<file path="src/rtl/nine_segment_pattern_sequencer.sv">
`default_nettype none
// ============================================================================
// Module   : nine_segment_pattern_sequencer
// Brief    : Frame store with timed one-shot / looping playback of 9-bit
//            segment frames for the nine_segment_to_six_pin converter.
// Revision : 1.0 - initial release
// ============================================================================
module nine_segment_pattern_sequencer #(
    parameter int DEPTH    = 8,
    parameter int PERIOD_W = 16
) (
    input  logic                        clk,
    input  logic                        reset,
    input  logic                        load_valid,
    output logic                        load_ready,
    input  logic [8:0]                  load_data,
    input  logic                        clear,
    input  logic                        start,
    input  logic                        halt,
    input  logic                        loop,
    input  logic [PERIOD_W-1:0]         frame_period,
    output logic [8:0]                  segments,
    output logic [$clog2(DEPTH)-1:0]    frame_idx,
    output logic [$clog2(DEPTH):0]      count,
    output logic                        playing,
    output logic                        done
);

    localparam int IDX_W = $clog2(DEPTH);
    localparam int CNT_W = IDX_W + 1;

    localparam logic [0:0] S_IDLE = 1'b0;
    localparam logic [0:0] S_PLAY = 1'b1;

    logic [0:0]          r_state;
    logic [8:0]          r_mem [DEPTH];
    logic [8:0]          r_segments;
    logic [IDX_W-1:0]    r_frame_idx;
    logic [CNT_W-1:0]    r_count;
    logic                r_playing;
    logic                r_done;
    logic                r_loop_q;
    logic [PERIOD_W-1:0] r_per_q;
    logic [PERIOD_W-1:0] r_timer;

    logic                w_load_ready;
    logic                w_load_fire;
    logic                w_last;
    logic [IDX_W-1:0]    w_next_idx;

    assign w_load_ready = (r_state == S_IDLE) && (r_count != CNT_W'(DEPTH)) && !start && !clear;
    assign w_load_fire  = load_valid && w_load_ready;
    assign w_last       = ({1'b0, r_frame_idx} == (r_count - CNT_W'(1)));
    assign w_next_idx   = r_frame_idx + IDX_W'(1);

    // Store contents need no reset; only count defines which entries are valid.
    always_ff @(posedge clk) begin
        if (!reset && w_load_fire) begin
            r_mem[r_count[IDX_W-1:0]] <= load_data;
        end
    end

    always_ff @(posedge clk) begin
        if (reset) begin
            r_state     <= S_IDLE;
            r_segments  <= '0;
            r_frame_idx <= '0;
            r_count     <= '0;
            r_playing   <= 1'b0;
            r_done      <= 1'b0;
            r_loop_q    <= 1'b0;
            r_per_q     <= '0;
            r_timer     <= '0;
        end else begin
            r_done <= 1'b0;
            case (r_state)
                S_IDLE: begin
                    if (clear) begin
                        r_count <= '0;
                    end else if (start && (r_count != '0)) begin
                        r_state     <= S_PLAY;
                        r_loop_q    <= loop;
                        r_per_q     <= frame_period;
                        r_timer     <= frame_period;
                        r_frame_idx <= '0;
                        r_segments  <= r_mem[0];
                        r_playing   <= 1'b1;
                    end else if (w_load_fire) begin
                        r_count <= r_count + CNT_W'(1);
                    end
                end
                S_PLAY: begin
                    if (halt) begin
                        r_state     <= S_IDLE;
                        r_segments  <= '0;
                        r_frame_idx <= '0;
                        r_playing   <= 1'b0;
                    end else if (r_timer != '0) begin
                        r_timer <= r_timer - PERIOD_W'(1);
                    end else if (!w_last) begin
                        r_frame_idx <= w_next_idx;
                        r_segments  <= r_mem[w_next_idx];
                        r_timer     <= r_per_q;
                    end else if (r_loop_q) begin
                        r_frame_idx <= '0;
                        r_segments  <= r_mem[0];
                        r_timer     <= r_per_q;
                    end else begin
                        r_state     <= S_IDLE;
                        r_segments  <= '0;
                        r_frame_idx <= '0;
                        r_playing   <= 1'b0;
                        r_done      <= 1'b1;
                    end
                end
                default: begin
                    r_state <= S_IDLE;
                end
            endcase
        end
    end

    assign load_ready = w_load_ready;
    assign segments   = r_segments;
    assign frame_idx  = r_frame_idx;
    assign count      = r_count;
    assign playing    = r_playing;
    assign done       = r_done;

endmodule
`default_nettype wire
</file>
<file path="config.mk">
export PLATFORM = sky130hd
export DESIGN_NAME = nine_segment_pattern_sequencer
export DESIGN_NICKNAME = d
export VERILOG_FILES = /design/src/rtl/nine_segment_pattern_sequencer.sv
export SDC_FILE = /design/constraint.sdc
export NUM_CORES = 1
export LEC_CHECK = 0
export ABC_AREA = 1
export BUFFER_PORTS_ARGS = -buffer_cell sky130_fd_sc_hd__buf_2
export CAP_MARGIN = 30
export CORE_MARGIN = 2
export CORE_UTILIZATION = 30
export DETAILED_ROUTE_END_ITERATION = 10
export GPL_TIMING_DRIVEN = 0
export PLACE_DENSITY = 0.47
export SLEW_MARGIN = 20
export SYNTH_ARGS = -nofsm -noshare
export SYNTH_HDL_FRONTEND = slang
export SYNTH_SLANG_ARGS = --single-unit
export TNS_END_PERCENT = 1
</file>
<file path="constraint.sdc">
create_clock -name clk -period 2.2 [get_ports clk]
set_input_delay 0.11 -clock clk [delete_from_list [all_inputs] [get_ports clk]]
set_output_delay 0.11 -clock clk [all_outputs]
set_load 0.01 [all_outputs]
</file>
==> key figures <==
Timing
  – Worst Hold Slack: 0.0147 ns
  – Clk_skew: 0.00874 ns
  – RSZ-0062 raised after global routing: no
  – Min Tclk post-route: 1.97 ns
  – Setup TNS: 0 ns
  – Max Fclk: 0.507 GHz
  – Worst slew margin: 59.4%
  – Max-slew violations: 0
  – Final setup violation count: 0
  – Tcrit/Tclk final: 89.6%
  – Actual slew at the worst max-slew pin: 0.608 ns
  – Endpoints failing hold: 0

Drt
  – Routed Antenna Nets: 0
  – Vias per cell: 4.56
  – DR pass1 iterations: 4
  – Routed via count: 5439
  – Initial DRC count: 297
  – Avg WL per Cell: 15.8 µm
  – Routed WL: 18800 µm
  – DRC Markers: 0

Worst setup path
  – Setup CP Type: register to register
  – FF-to-FF setup slack: 0.23 ns
  – CP max FO: 10
  – Critical Path AT: 2.28 ns
  – WP data required: 2.51 ns
  – Crit end category: register
  – Critical Path Start Type: register

Final layout
  – Fraction of layout cells with a size suffix above 1: 18.5%
  – Core Util, Final: 37.9%
  – Design area: 7920 µm²
  – Nets: 941
  – Area Overhead vs Synth: 25.0%

Power
  – Max IR drop VDD: 0.527 mV
  – Leak: 3.46 nW
  – Comb power frac: 15.0%
  – Cell Pwr Density: 769 nW/µm²
  – Psw: 1.80 mW
  – Clock share of power: 43.6%
  – Switching share of power: 29.6%
  – Final Power: 6.09 mW
  – Reg power frac: 41.5%
  – Internal power: 4.29 mW

Synthesis
  – Syn Std Cell Area: 6340 µm²
  – Yosys cell types: 35
  – Share of flip-flops with an asynchronous set or reset: 0%
  – Most common cell in the synthesized netlist: nand2_1
  – Post-Syn Instances: 806
  – Seq/Total Area, Yosys: 50.6%
  – Synth area leader: edfxtp_1
  – Post-synth top cells: nand2_1 (275), nand3_1 (116), edfxtp_1 (72)
  – Main area contributors after synthesis: edfxtp_1 (34%), dfxtp_1 (16%), nand2_1 (16%)
  – Post-synth top area share: 34.1%
  – Number of synthesized flops with an enable pin: 72
  – Syn_area_per_cell: 7.86 µm²
  – Syn_nets: 843
  – Synth Warn #: 0
  – Synth Register Bits: 124
  – Synth Flop Type: edfxtp_1

Global routing
  – Initial antenna violation count: 0
  – Vias in the first global route: 5420
  – Global Route Usage Sum: 17.9%
  – Largest net degree at the start of global routing: 17
  – GR Overflow Total: 0
  – First-pass GRT wire length: 30000 µm

Floorplanning
  – Die width: 149 µm
  – Core box area: 20900 µm²
  – DIE AREA: 22300 µm²
  – Die height: 149 µm
  – Rows: 53
  – Starting Density: 30.3%
  – I/O Pins: 51

Place
  – Port bufs: 50
  – Routability Congestion: 0.844
  – Hpwl dp: 13400 µm
  – Placed Area: 7000 µm²

Clocking
  – Clock H-tree levels: 4
  – CTS buffer count: 17
  – Clk Latency, worst-skew pair: 0.42 ns
  – Clock buffer depth: 2
  – Clock Sinks: 124
  – CTS tree: done
  – Clock-pin slew on the worst setup and hold paths: 0.06 ns
  – CTS root buffer: clkbuf_16

Run status
  – Outcome: finished, final reports clean

Min path
  – Hold crit path type: input pin to register

Flow run
  – Max Cap Viol: 0
-- cell families (layout without fill, tap and decap cells) --
| kind of cell | Yosys count | count (layout) | synth area share [%] |
|---|---|---|---|
| buffers and inverters | 103 | 214 | 7.29 |
| AO/OA/AOI/OAI | 81 | 81 | 6.93 |
| flip-flops | 124 | 124 | 50.6 |
| adder cells (fa/ha/maj) | 5 | 5 | 0.987 |
| other | 0 | 1 | 0 |
| XOR/XNOR | 2 | 2 | 0.277 |
| AND/OR/NAND/NOR | 491 | 491 | 34.0 |
-- path summary, 6_finish.rpt --
kind | endpoint | startpoint | cells past startpoint
worst min register to register | r_per_q[6] | r_per_q[6] | 2
worst max-delay path | segments[7] | frame_idx[0] | 10
worst max register to register | segments[7] | frame_idx[0] | 10
worst min-delay path | r_mem[6][0] | load_data[0] | 1
-- worst max-delay path, stage by stage, from the launching register on --
cell      delay (ns)
dfxtp_1         0.36
ha_1            0.29
buf_2           0.23
clkbuf_2        0.30
nand3_1         0.15
nand2_1         0.12
nand2_1         0.10
nand2_1         0.08
nand2_1         0.05
nand3_1         0.10
a21oi_1         0.06
-- sequential cells by signal, indices dropped and copies added (netlist names) --
register   count
count          4
done           1
frame_idx      3
playing        1
r_loop_q       1
r_mem         72
r_per_q       16
r_state        1
r_timer       16
segments       9
-- stage by stage --
stage	worst slack, ns	cells
floorplan	-0.136	806
global placement	-0.855	1131
detailed placement	-0.410	1136
CTS	-0.0119	1186
global route	0.0292	1192
finish	0.229	1193
-- power groups by stage --
stage / sequential, mW / clock (mW) / combinational (mW)
after global placement: 2.58 / 0 / 0.882
after global routing: 2.53 / 2.81 / 1.04
after CTS: 2.53 / 2.71 / 0.906
final: 2.53 / 2.65 / 0.912
after floorplan: 2.57 / 0 / 0.606
after detailed placement: 2.58 / 0 / 0.878
-- timing repair --
action,in CTS,in global routing
hold buffers,18,1
setup endpoints to repair,86,78
pin swaps,0,5
buffers inserted,0,6
hold endpoints to repair,42,1
resized for setup,7,18
cloned,0,0
-- cell type report --
type,instances,area (µm²)
diodes,1,2.50
plain buffers,36,208
clock buffers,17,425
clock inverters,15,125
fillers,2220,13000
inverters,66,253
multi-input cells,579,2790
flip-flops and latches,124,3210
well taps,275,344
repair buffers,80,561
-- placed cells by master (no fill, tap or decap), drive strengths merged --
cell and n:
nand2 283, nand3 119, buf 82, nor2 75, inv 73, edfxtp 72, dfxtp 52, a21oi 47
o21ai 34, clkbuf 32, dlygate4sd3 19, clkinv 8, nor3 8, ha 5, or2 2, nand4 2
diode 1, nor3b 1, xnor2 1, nand3b 1, xor2 1
-- metal layers --
metal / global-route usage [%] / wire length, µm
met5: 0 / 0
met4: 4.57 / 267
met3: 3.73 / 618
met2: 31.7 / 9580
met1: 22.0 / 8350
Note: power is estimated with default switching activity, not from simulation.
